$ cat config.mk
export PLATFORM = sky130hd
export DESIGN_NAME = gmii_tx_scheduler
export DESIGN_NICKNAME = d
export VERILOG_FILES = /design/src/rtl/gmii_tx_scheduler.sv
export SDC_FILE = /design/constraint.sdc
export NUM_CORES = 1
export LEC_CHECK = 0
export ABC_AREA = 1
export CAP_MARGIN = 10
export CORE_UTILIZATION = 54
export CTS_BUF_LIST = sky130_fd_sc_hd__clkbuf_8
export DETAILED_ROUTE_END_ITERATION = 16
export PLACE_DENSITY = 0.81
export SLEW_MARGIN = 20
export SYNTH_ARGS = -nofsm -noshare
export SYNTH_HDL_FRONTEND = slang
export SYNTH_SLANG_ARGS = --single-unit
$ cat constraint.sdc
create_clock -name i_TxClk -period 2.2 [get_ports i_TxClk]
set_clock_uncertainty 0.1 [all_clocks]
set_input_delay 0.33 -clock i_TxClk [delete_from_list [all_inputs] [get_ports i_TxClk]]
set_output_delay 0.33 -clock i_TxClk [all_outputs]
set_load 0.01 [all_outputs]
$ cat src/rtl/gmii_tx_scheduler.sv
// rtl/gmii_tx_scheduler.sv - round-robin GMII transmit scheduler with preamble, abort and IFG handling
//
// Shares one GMII TX interface between NUM_REQ frame sources. Arbitration is
// round-robin on frame boundaries. Each granted frame gets preamble + SFD, its
// payload streamed through valid/ready, TxER on underrun/oversize, and a
// forced inter-frame gap.
//
// Ports:
//   i_TxClk       GMII transmit clock (rising edge)
//   i_Reset       synchronous reset, active-high
//   iv_Req        per-requester frame pending
//   iv_Data       payload byte of lane k on [8k+7:8k]
//   iv_Valid      per-lane byte valid
//   iv_Last       per-lane final byte of frame
//   ov_Ready      combinational; grant & (state == DATA)
//   ov_Grant      registered one-hot grant
//   o8_TxD        GMII TXD (registered)
//   o_TxEN        GMII TX_EN (registered)
//   o_TxER        GMII TX_ER (registered)
//   o16_FrameCnt  frames completed normally (wraps)
//   o16_AbortCnt  frames aborted by underrun or oversize (wraps)

module gmii_tx_scheduler #(
  parameter int NUM_REQ    = 2,
  parameter int IFG_CYCLES = 12,
  parameter int MAX_BYTES  = 1522
) (
  input  logic                   i_TxClk,
  input  logic                   i_Reset,
  input  logic [NUM_REQ-1:0]     iv_Req,
  input  logic [8*NUM_REQ-1:0]   iv_Data,
  input  logic [NUM_REQ-1:0]     iv_Valid,
  input  logic [NUM_REQ-1:0]     iv_Last,
  output logic [NUM_REQ-1:0]     ov_Ready,
  output logic [NUM_REQ-1:0]     ov_Grant,
  output logic [7:0]             o8_TxD,
  output logic                   o_TxEN,
  output logic                   o_TxER,
  output logic [15:0]            o16_FrameCnt,
  output logic [15:0]            o16_AbortCnt
);

  localparam int PW = (NUM_REQ > 1) ? $clog2(NUM_REQ) : 1;
  localparam int CW = $clog2(MAX_BYTES + 1);
  localparam int IW = $clog2(IFG_CYCLES + 1);
  localparam logic [CW-1:0] MAX_C   = CW'(MAX_BYTES);
  localparam logic [IW-1:0] IFG_C   = IW'(IFG_CYCLES);
  localparam logic [PW-1:0] PTR_RST = PW'(NUM_REQ - 1);

  typedef enum logic [1:0] {S_IDLE, S_PRE, S_DATA, S_IFG} state_e;

  state_e               state_q, state_d;
  logic [PW-1:0]        ptr_q, ptr_d;
  logic [NUM_REQ-1:0]   grant_q, grant_d;
  logic [7:0]           txd_q, txd_d;
  logic                 txen_q, txen_d;
  logic                 txer_q, txer_d;
  logic [15:0]          frame_cnt_q, frame_cnt_d;
  logic [15:0]          abort_cnt_q, abort_cnt_d;
  logic [CW-1:0]        byte_cnt_q, byte_cnt_d;
  logic [2:0]           pre_cnt_q, pre_cnt_d;
  logic [IW-1:0]        ifg_cnt_q, ifg_cnt_d;

  logic                 win_found;
  logic [PW-1:0]        win_idx;
  logic                 valid_sel;
  logic                 last_sel;
  logic [7:0]           data_sel;

  // Round-robin pick: lowest requester above the pointer wins; if none, wrap
  // to the lowest requester overall (which may be the pointer itself).
  always_comb begin
    win_found = 1'b0;
    win_idx   = ptr_q;
    for (int k = NUM_REQ - 1; k >= 0; k--) begin
      if (iv_Req[k]) begin
        win_found = 1'b1;
        win_idx   = PW'(k);
      end
    end
    for (int k = NUM_REQ - 1; k >= 0; k--) begin
      if (iv_Req[k] && (PW'(k) > ptr_q)) begin
        win_idx = PW'(k);
      end
    end
  end

  // ptr_q holds the current winner while a frame is in flight.
  assign valid_sel = iv_Valid[ptr_q];
  assign last_sel  = iv_Last[ptr_q];
  assign data_sel  = iv_Data[{ptr_q, 3'b000} +: 8];

  assign ov_Ready     = (state_q == S_DATA) ? grant_q : '0;
  assign ov_Grant     = grant_q;
  assign o8_TxD       = txd_q;
  assign o_TxEN       = txen_q;
  assign o_TxER       = txer_q;
  assign o16_FrameCnt = frame_cnt_q;
  assign o16_AbortCnt = abort_cnt_q;

  always_comb begin
    state_d     = state_q;
    ptr_d       = ptr_q;
    grant_d     = grant_q;
    txd_d       = txd_q;
    txen_d      = txen_q;
    txer_d      = txer_q;
    frame_cnt_d = frame_cnt_q;
    abort_cnt_d = abort_cnt_q;
    byte_cnt_d  = byte_cnt_q;
    pre_cnt_d   = pre_cnt_q;
    ifg_cnt_d   = ifg_cnt_q;

    case (state_q)
      S_IDLE: begin
        txen_d = 1'b0;
        txer_d = 1'b0;
        txd_d  = 8'h00;
        if (win_found) begin
          state_d          = S_PRE;
          grant_d          = '0;
          grant_d[win_idx] = 1'b1;
          ptr_d            = win_idx;
          txen_d           = 1'b1;
          txd_d            = 8'h55;
          byte_cnt_d       = '0;
          pre_cnt_d        = 3'd1;
        end
      end

      // The IDLE edge already drove the first 0x55; six more follow, then SFD.
      S_PRE: begin
        txen_d = 1'b1;
        txer_d = 1'b0;
        if (pre_cnt_q != 3'd7) begin
          txd_d     = 8'h55;
          pre_cnt_d = pre_cnt_q + 3'd1;
        end else begin
          txd_d   = 8'hD5;
          state_d = S_DATA;
        end
      end

      // Underrun and the byte past MAX_BYTES both end in a single TxER cycle.
      S_DATA: begin
        txen_d = 1'b1;
        if (valid_sel && (byte_cnt_q != MAX_C)) begin
          txd_d      = data_sel;
          txer_d     = 1'b0;
          byte_cnt_d = byte_cnt_q + CW'(1);
          if (last_sel) begin
            state_d     = S_IFG;
            grant_d     = '0;
            ifg_cnt_d   = '0;
            frame_cnt_d = frame_cnt_q + 16'd1;
          end
        end else begin
          txd_d       = 8'h00;
          txer_d      = 1'b1;
          state_d     = S_IFG;
          grant_d     = '0;
          ifg_cnt_d   = '0;
          abort_cnt_d = abort_cnt_q + 16'd1;
        end
      end

      // Counting from 0 to IFG_CYCLES spans IFG_CYCLES idle cycles on the wire,
      // because the first IFG cycle still shows the final byte.
      S_IFG: begin
        txen_d  = 1'b0;
        txer_d  = 1'b0;
        txd_d   = 8'h00;
        grant_d = '0;
        if (ifg_cnt_q == IFG_C) begin
          state_d = S_IDLE;
        end else begin
          ifg_cnt_d = ifg_cnt_q + IW'(1);
        end
      end

      default: state_d = S_IDLE;
    endcase
  end

  always_ff @(posedge i_TxClk) begin
    if (i_Reset) begin
      state_q     <= S_IDLE;
      ptr_q       <= PTR_RST;
      grant_q     <= '0;
      txd_q       <= 8'h00;
      txen_q      <= 1'b0;
      txer_q      <= 1'b0;
      frame_cnt_q <= 16'd0;
      abort_cnt_q <= 16'd0;
      byte_cnt_q  <= '0;
      pre_cnt_q   <= 3'd0;
      ifg_cnt_q   <= IFG_C;
    end else begin
      state_q     <= state_d;
      ptr_q       <= ptr_d;
      grant_q     <= grant_d;
      txd_q       <= txd_d;
      txen_q      <= txen_d;
      txer_q      <= txer_d;
      frame_cnt_q <= frame_cnt_d;
      abort_cnt_q <= abort_cnt_d;
      byte_cnt_q  <= byte_cnt_d;
      pre_cnt_q   <= pre_cnt_d;
      ifg_cnt_q   <= ifg_cnt_d;
    end
  end

endmodule

Yosys cells after proc, flatten, opt, wreduce, memory -nomap -nowiden --
Cells that the tools add are included.
Word-level totals: flip-flop bits (word level) 65, input bits 24
Cells by class: add/subtract/negate cells 5, order comparisons 5, eq/ne operators 13, shifts and indexed selects 1, mux-type cells 41, bitwise operators 1, reduce and logical (&&, ||, !) cells 19
Operator list (number):
- $add 16x1->16 const B | 2
- $pmux 8 s4 | 1
- $mux 11 | 2
- $pmux 11 s2 | 1
- $mux 2 | 9
- $mux 8 | 2
- $shiftx 16x5->8 | 1
- $reduce_and 3->1 | 5
- $mux 1 | 13
- $mux 4 | 3
- $add 11x1->11 const B | 1
- $ne 11x11->1 const B | 1
- $ne 2x2->1 const B | 5
- $pmux 2 s4 | 1
- $pmux 4 s2 | 1
- $mux 7 | 1
- $mux 3 | 2
- $ne 3x3->1 const B | 2
- $pmux 2 s3 | 1
- $pmux 3 s2 | 1
- $reduce_bool 2->1 | 3
- $add 4x1->4 const B | 1
- $eq 2x2->1 const B | 2
- $eq 4x4->1 const B | 1
- other kinds (17) | 23

Logic depth before layout (Yosys ltp) --
depth after elaboration 10, depth in mapped cells 12, depth with buffers taken out 12

Least setup slack after synthesis --
Ideal clock, no wire load.
path type reg-to-reg, start point reg state_q[1], end point reg byte_cnt_q[6], library setup time 0.109 ns, arrival 1.517 ns, setup slack 0.474 ns, stages on the path, launching flop included 11, cells stage by stage dfxtp_1 -> inv_1 -> ha_1 -> nand2_2 -> inv_1 -> nor2_2 -> nand2_4 -> nand2_2 -> nand2_1 -> nand2_1 -> inv_1
On the way: longest elaborated chain between the ends 3, elaborated cells between the ends (all ways) 7, those cells by class eq/ne (3); mux (1); reduce/logical (3)
RTL lines:
- start, declared | RTL line 52 | state_e state_q, state_d;
- start signal, assigned | RTL line 199 | state_q <= state_d;
- $eq 2x2->1 / $logic_not 2->1 (equally long branches) | RTL line 114 | case (state_q)
- $ne 2x1->1 (no source line) (tied with other cells)
- $reduce_and 3->1 (no source line)
- end signal, assigned | RTL line 207 | byte_cnt_q <= byte_cnt_d;
- end, declared | RTL line 60 | logic [CW-1:0] byte_cnt_q, byte_cnt_d;
Several ways; a longest one is shown, not always the timed one. A chain may end at the register's enable or synchronous reset.

Final worst setup path --
start point reg state_q[0], end point out ov_Ready[0]
On the way: longest elaborated chain between the ends 2
RTL lines:
- $eq 2x2->1 | RTL line 93 | assign ov_Ready = (state_q == S_DATA) ? grant_q : '0;
- $mux 2 | RTL line 93
- end, declared | RTL line 34 | output logic [NUM_REQ-1:0] ov_Ready,
No other way between the ends.

==> metrics.csv <==
metric,value,unit
switching_power,1.45,mW
p_total,3.96,mW
power_density,846,nW/um^2
critical_path_class,reg -> out,
worstPathMaxFanout,4,
cts.sinks,65,
coreArea,6490,sq um
synth_largest_area_cell,dfxtp_1,
routed_wl,8910,microns
status,"complete, but fails checks",
holdWs,0.368,ns
layout-drive-gt1-share,6.56,%
finalCriticalPeriod,2.11,ns
synth_top_area_share,35.0,%
cts.htree.levels,3,
power.leakage,1.90,nW
yosysSeqAreaShare,35.0,%
io_pins,70,
p_sw_share,36.6,%
cts_buffers,9,
num_antenna_cells,0,
cts_root_buffer,clkbuf_8,
die_h,85.0,microns
startpoint_type,register,
vias,3764,
syn_area_per_cell,6.60,sq um
setup-tns-final,0,ns
internal-power,2.51,mW
synthesis.area,3720,sq um
seqPwrFrac,37.7,%
nNetsFinal,672,
rsz0062_at_grt,no,
wl_per_cell,12.4,microns
dpl.hpwl,6490,microns
cp.arrival,1.68,ns
max_cap_violations,0,
drtPass1Iterations,11,
ys_ff_latch,65,
grt_max_degree,28,
mostFrequentLayoutCells,"nand2_1, nor2_1, clkdlybuf4s50_1, dfxtp_1, inv_1",
stdcell_count,717,
crit_required,1.77,ns
ant_nets,0,
hold_viol,0,
violations,design-rule violations,
cts.path.max_buffers,2,
drt-initial-drc-count,137,
final_common_cell,nand2_1,
finalSetupViolations,0,
synth_area_leaders,"dfxtp_1, nand2_1, nor2_1, a21oi_1, inv_1",
synthDistinctLibCells,32,
dp.cells,701,
p_comb_share,34.9,%
grt_pass1_vias,3516,
port_buffers,69,
ys_warn_count,0,
die_area,7220,sq um
maxSlewHeadroom,69.1,%
syn-num-nets,600,
synthesis.instances,563,
gp_congestion,0.863,
max_freq,474,MHz
clock_latency,0.34,ns
dp_slack,0.245,ns
vdd_drop_max,0.689,mV
endpoint_kind,output pin,
overflow,0,
clkPwrFrac,27.5,%
syn2layout_area_growth,25.8,%
grt_pass1_wl,15400,microns
fin_crit_sh,95.8,%
rows,29,
via_per_inst,5.25,
worst_slack,0.0913,ns
die_w,85.0,microns
worst_slew_pin_slew,0.463,ns
hold_class,reg -> reg,
cts.clk_slew.worst_paths,0.07,ns
cts_tree,yes,
drcViolationCount,3,
floorplan.initialDensity,57.2,%
slew_viol_final,0,
antenna_found_initial,0,
grt_util_all_layers,26.5,%
## state kept, by name, summed over array words and instances (netlist names)
register and cells:
byte_cnt_q 11, ifg_cnt_q 4, o16_AbortCnt 16, o16_FrameCnt 16, o8_TxD 8, o_TxEN 1
o_TxER 1, ov_Grant 2, pre_cnt_q 3, ptr_q 1, state_q 2
## Yosys cell counts
master / instances
nand2_1: 174
o21ai_0: 14
nand3_2: 1
nor3_1: 4
nand3b_1: 1
nand2_2: 4
nand4_2: 1
nor2_1: 78
o21ai_1: 3
nand3_1: 37
a21oi_4: 1
buf_2: 3
ha_1: 13
dfxtp_1: 65
nor3b_1: 2
xnor2_1: 8
buf_4: 3
xor2_1: 12
nand4_1: 11
nand3_4: 1
buf_6: 3
a22oi_1: 2
or2_2: 1
a21oi_1: 49
o211ai_1: 2
nand2_4: 3
inv_1: 53
nor2_2: 3
clkbuf_1: 6
nor2_4: 2
clkinv_1: 1
o21bai_1: 2
## per-layer routing
layer | vias up | part of all wire, % | global-route usage, %
met4 | 0 | 1.7 | 11.1
met1 | 1713 | 44 | 32.0
li1 | 1932 | - | -
met2 | 102 | 49 | 45.8
met5 | - | 0 | 0
met3 | 17 | 5.1 | 5.64
## layout make-up
cell class                      count  area (sq um)
Timing Repair Buffer               76           743
Inverter                           54           203
Clock buffer                        9           124
Multi-Input combinational cell    429          2120
Tap cell                           77          96.3
Fill cell                         534          1820
Sequential cell                    65          1300
Clock inverter                      7          86.3
## worst paths after layout
check	cells after the start	from	to	slack, ns
setup reg to reg	10	state_q[0]	ifg_cnt_q[1]	0.30
setup / recovery	5	state_q[0]	ov_Ready[0]	0.09
hold reg to reg	1	pre_cnt_q[0]	pre_cnt_q[0]	0.37
hold / removal	1	pre_cnt_q[0]	pre_cnt_q[0]	0.37
## critical path, cell delays in order, from the launching register on
cell and delay, ns:
dfxtp_1 0.35, inv_2 0.11, ha_2 0.22, nand2_1 0.08, inv_1 0.06, clkdlybuf4s50_1 0.52
## logic make-up (layout without fill, tap and decap cells)
kind of cell	after synthesis	count (layout)	share of synthesized area (%)
adder cells (fa/ha/maj)	13	13	4.38
XOR/XNOR	20	20	4.71
flip-flops	65	65	35.0
buffers and inverters	69	146	7.98
AO/OA/AOI/OAI	73	73	10.5
AND/OR/NAND/NOR	323	323	37.4
## timing repair
item / in CTS / in global routing
cloned: 0 / 0
hold buffers: 0 / 0
setup endpoints to repair: 1 / 2
gates resized for setup: 1 / 2
setup buffers: 0 / 0
## power groups by stage
stage	clock, mW	sequential [mW]	combinational [mW]
6_report	1.09	1.49	1.38
5_1_grt	1.17	1.51	1.54
4_1_cts	1.11	1.49	1.37
3_5_place_dp	0	1.51	1.35
3_3_place_gp	0	1.50	1.32
2_1_floorplan	0	1.50	0.923
## per-stage QoR
step	instance area (sq um)	util [%]
CTS	4670	72.0
global route	4680	72.0
detailed placement	4460	68.7
finish	4680	72.0
floorplan	3720	-
global placement	4460	68.7
No activity file was read; power rests on OpenSTA's default activity.
==> patch 1, RTL diff (config.mk and constraints unchanged) <==
Encoding of `state_e`: now one-hot (4 bits for 4 states).
--- a/src/rtl/gmii_tx_scheduler.sv
+++ b/src/rtl/gmii_tx_scheduler.sv
@@ -48,5 +48,5 @@
   localparam logic [PW-1:0] PTR_RST = PW'(NUM_REQ - 1);
 
-  typedef enum logic [1:0] {S_IDLE, S_PRE, S_DATA, S_IFG} state_e;
+  typedef enum logic [3:0] {S_IDLE = 4'b0001, S_PRE = 4'b0010, S_DATA = 4'b0100, S_IFG = 4'b1000} state_e;
 
   state_e               state_q, state_d;
Formal check against the unedited RTL: same outputs for any inputs over 10 cycles, from zero or initial values and one cycle with i_Reset high; not proved beyond that.
==> patch 1 against the original RTL <==
- design area increased by 2.1%
- routed wire length rose by 4.5%
- non-clock buffer count rose by 2
- critical path depth decreased by 1
- setup slack improved by 0.022 ns
- cell count increased by 7.0%
- synthesized area grew 3.3%
- critical path type unchanged
- largest cell class unchanged
- sequential cell count rose by 2
- first-iteration DRC count rose by 20%
Power is not compared: it rests on default switching activity, and its combinational part moved more than twofold at a synthesized area within 25%.
==> patch 1: results (changes against the original RTL) <==
Global route
  • First-pass GRT wire length: 15.8 mm (was 15.4 mm)
  • Total GRT Usage: 0.263 (was 0.265)
  • Vias in the first global route: 3619 (was 3516)
  • Largest net degree at the start of global routing: 44 (was 28)

Worst hold path
  • Hold crit path type: flip-flop to flip-flop (unchanged)
  • Hold depth: 2 (was 1)
  • Worst Hold Launch: o8_TxD[3]$_SDFFE_PP0P_ (was pre_cnt_q[0]$_SDFFE_PP0P_)

Route
  • DR WL met2: 4.63 mm (was 4.34 mm)
  • Routed metal-1 wirelength: 4.07 mm (was 3.96 mm)
  • Number of detailed-route iterations in the first pass: 5 (was 11)
  • DRT iter0 DRCs: 164 (was 137)
  • Vias/cell: 5.17 (was 5.25)
  • Wire length per cell: 12.1 µm (was 12.4 µm)
  • Metal3 WL: 478 µm (was 456 µm)

Clock network
  • Root buffer cell: clkbuf_8 (unchanged)
  • Post-CTS setup buffers: 0 (unchanged)
  • CTS H-Tree Depth: 3 (unchanged)
  • CTS Buf Count: 9 (unchanged)
  • Clock-pin slew on the worst setup and hold paths: 0.07 ns (about the same)
  • Post-cts resize count: 0 (was 1)

Run status
  • Outcome: completed (was finished with violations)

Yosys
  • Library cells used by synthesis: 28 (was 32)
  • Synth warnings: 0 (unchanged)
  • Synth cell count leaders: nand2_1, nor2_1, dfxtp_1, inv_1, nand3_1 (was nand2_1, nor2_1, dfxtp_1, inv_1, a21oi_1)
  • Syn Nets: 630 (was 600)
  • Register area share after synthesis: 0.350 (about the same)
  • Top cells by area in the synthesized netlist: dfxtp_1, nand2_1, nor2_1 (unchanged)
  • Most used flip-flop cell after synthesis: dfxtp_1 (unchanged)

Worst setup path
  • Critical path's slowest cell: clkdlybuf4s50_1 (unchanged)
  • R2r startpoint: byte_cnt_q[0]$_SDFFE_PP0P_ (was state_q[0]$_SDFFE_PP0P_)
  • Delay-heaviest family, CP: buffers and inverters (unchanged)
  • Critical path peak fanout: 4 (unchanged)
  • Max stage delay on crit path: 0.59 ns (was 0.52 ns)
  • CP startpoint: state_q[0]$_SDFFE_PP1P_ (was state_q[0]$_SDFFE_PP0P_)
  • Worst reg2reg path depth: 10 (unchanged)
  • WP data arrival: 1.66 ns (was 1.68 ns)

Cells and area
  • Fillers: 625 (was 534)
  • Antenna diodes: 0 (unchanged)
  • NumNets Final: 700 (was 672)
  • Layout cell share with drive strength beyond 1: 0.0730 (was 0.0656)

STA
  • Worst-margin pin slew: 0.677 ns (was 0.463 ns)

Power
  • Maximum VDD drop: 427 µV
  • P_leak: 1.86 nW

Place
  • Number of port buffers: 69 (unchanged)
  • Final GP Congestion: 0.896 (was 0.863)
  • HPWL after DPL: 6.81 mm (was 6.49 mm)
[patch 1: cells by family (layout without fill, tap and decap cells)]
group                    after synthesis  in the layout  share of synthesized area
flip-flops                            67             67                      0.350
buffers and inverters                 77            150                     0.0877
adder cells (fa/ha/maj)                8              8                     0.0261
AND/OR/NAND/NOR                      357            357                      0.398
AO/OA/AOI/OAI                         73             73                      0.102
XOR/XNOR                              16             16                     0.0365
[patch 1: through the flow]
step | std cells | worst slack [ns] | instance area [µm²] | power, mW | hold slack, ns
2_1_floorplan | 598 | 0.576 | 3840 | 1.56 | 0.329
3_3_place_gp | 753 | 0.298 | 4590 | 1.70 | 0.351
5_1_grt | 767 | 0.0235 | 4770 | 2.79 | 0.394
6_report | 767 | 0.114 | 4770 | 2.66 | 0.368
4_1_cts | 767 | 0.114 | 4770 | 2.68 | 0.375
3_5_place_dp | 753 | 0.262 | 4590 | 1.71 | 0.365
[patch 1: worst paths after layout]
kind,to,slack (ns)
hold reg to reg,o8_TxD[3]$_SDFFE_PP0P_,0.37
setup / recovery,ov_Ready[0],0.11
hold / removal,o8_TxD[3]$_SDFFE_PP0P_,0.37
setup reg to reg,ifg_cnt_q[2]$_SDFFE_PP1P_,0.31
[patch 1: tightest hold or removal path: cells and delay by family, from the launching register on]
family | cells | cell delay, ns
flip-flops | 1 | 0.31
AND/OR/NAND/NOR | 1 | 0.06
AO/OA/AOI/OAI | 1 | 0.06
[patch 1: final cells by class]
cell class	instances	area, µm²	share of cell area
multi-input combinational	454	2160	0.452
inverter	58	219	0.0459
sequential	67	1340	0.281
clock buffer	10	138	0.0288
clock inverter	4	43.8	0.00917
timing repair buffer	78	753	0.158
tap	96	120	0.0252
[patch 1: power by group through the flow]
stage / combinational, mW / sequential (mW) / clock, mW
detailed placement: 0.391 / 1.32 / 0
CTS: 0.395 / 1.29 / 0.993
global route: 0.443 / 1.30 / 1.05
floorplan: 0.240 / 1.32 / 0
finish: 0.394 / 1.29 / 0.979
global placement: 0.384 / 1.32 / 0
[patch 1: layer usage]
| layer | GRT usage | up-vias |
|---|---|---|
| met1 | 0.312 | 1811 |
| met5 | 0 | - |
| met3 | 0.0590 | 16 |
| met2 | 0.475 | 99 |
| met4 | 0.0773 | 0 |
| li1 | - | 2040 |
==> patch 2, RTL diff (same flow settings) <==
Made on the original files. Change the parameter `IFG_CYCLES` from 12 to 13.
--- a/src/rtl/gmii_tx_scheduler.sv
+++ b/src/rtl/gmii_tx_scheduler.sv
@@ -23,5 +23,5 @@
 module gmii_tx_scheduler #(
   parameter int NUM_REQ    = 2,
-  parameter int IFG_CYCLES = 12,
+  parameter int IFG_CYCLES = 13,
   parameter int MAX_BYTES  = 1522
 ) (
Check against the original RTL: no difference found for any inputs over 10 cycles, from zero or initial values and one cycle with i_Reset high; that may be too few to reach the edited logic, so the function may still have changed.
==> patch 2 against the original RTL <==
- the flow still finishes with violations (DRC)
- synthesized area down 1.4%
- register-to-register slack better by 0.06 ns
- design area down 0.27%
- total power up 0.54%
- critical path type unchanged
- clock power down 10%
- worst hold slack worse by 0.0031 ns
- die area down 1.4%
- cell count down 0.84%
- sequential cell count unchanged
- setup slack better by 0.050 ns
- global-route usage down 0.24 points
- sequential share of layout area up 0.075 points
- routed wire length about the same
==> patch 2: results (changes against the original RTL) <==
Place
  • Pre-CTS WS: 0.187 ns (was 0.245 ns)
  • Final GP Congestion: 0.861 (was 0.863)
  • DP Cell Count: 695 (was 701)
  • Placed Area: 0.00446 mm² (about the same)

Yosys
  • Syn_area_per_cell: 6.61 µm² (was 6.60 µm²)
  • Adder-cell area share of the yosys netlist: 0.0444 (was 0.0438)
  • Synth cell count leaders: nand2_1, nor2_1, dfxtp_1, a21oi_1, inv_1 (was nand2_1, nor2_1, dfxtp_1, inv_1, a21oi_1)
  • Top cells by area in the synthesized netlist: dfxtp_1, nand2_1, a21oi_1 (was dfxtp_1, nand2_1, nor2_1)

Global route
  • GRT met2 Usage: 0.465 (was 0.458)
  • First-pass GRT wire length: 15.3 mm (was 15.4 mm)
  • Total GRT Usage: 0.263 (was 0.265)

Cells and area
  • NumNets Final: 666 (was 672)
  • Comb_multi_in: 418 (was 429)
  • Final clock-cell share: 0.0413 (was 0.0450)
  • Layout cell share with drive strength beyond 1: 0.0662 (was 0.0656)
  • Nonclk buf count: 80 (was 76)
  • Inverters: 55 (was 54)
  • Clk_buf instances: 13 (was 9)
  • Post-route insts no fill: 711 (was 717)
  • Seq cells: 65 (unchanged)
  • Area of the multi-input gates: 0.00208 mm² (was 0.00212 mm²)

Run status
  • Violated checks: DRC (unchanged)
  • Outcome: finished with violations (unchanged)

Worst setup path
  • WP data arrival: 1.63 ns (was 1.68 ns)
  • Critical path peak fanout: 6 (was 4)

Route
  • Via count: 3700 (was 3764)
  • Number of detailed-route iterations in the first pass: 10 (was 11)
  • DR WL met2: 4.47 mm (was 4.34 mm)
  • DRC: 2 (was 3)

STA
  • Worst-margin pin slew: 0.443 ns (was 0.463 ns)

Floorplan
  • Core area: 0.00646 mm² (was 0.00649 mm²)
==> patch 2: final timing paths <==
kind / cells past startpoint / end / startpoint / slack, ns
setup reg to reg: 9 / o16_AbortCnt[15]$_SDFFE_PP0P_ / byte_cnt_q[0]$_SDFFE_PP0P_ / 0.36
hold reg to reg: 1 / pre_cnt_q[0]$_SDFFE_PP0P_ / pre_cnt_q[0]$_SDFFE_PP0P_ / 0.36
hold / removal: 1 / pre_cnt_q[0]$_SDFFE_PP0P_ / pre_cnt_q[0]$_SDFFE_PP0P_ / 0.36
setup / recovery: 5 / ov_Ready[1] / state_q[0]$_SDFFE_PP0P_ / 0.14
==> patch 2: report_power, final <==
group	switching, mW	internal, mW
combinational	0.854	0.599
clock	0.453	0.525
sequential	0.170	1.38
==> patch 2: timing repair <==
| action | in CTS | in global routing |
|---|---|---|
| gates resized for setup | 2 | 2 |
| setup endpoints to repair | 2 | 2 |
| hold buffers | 0 | 0 |
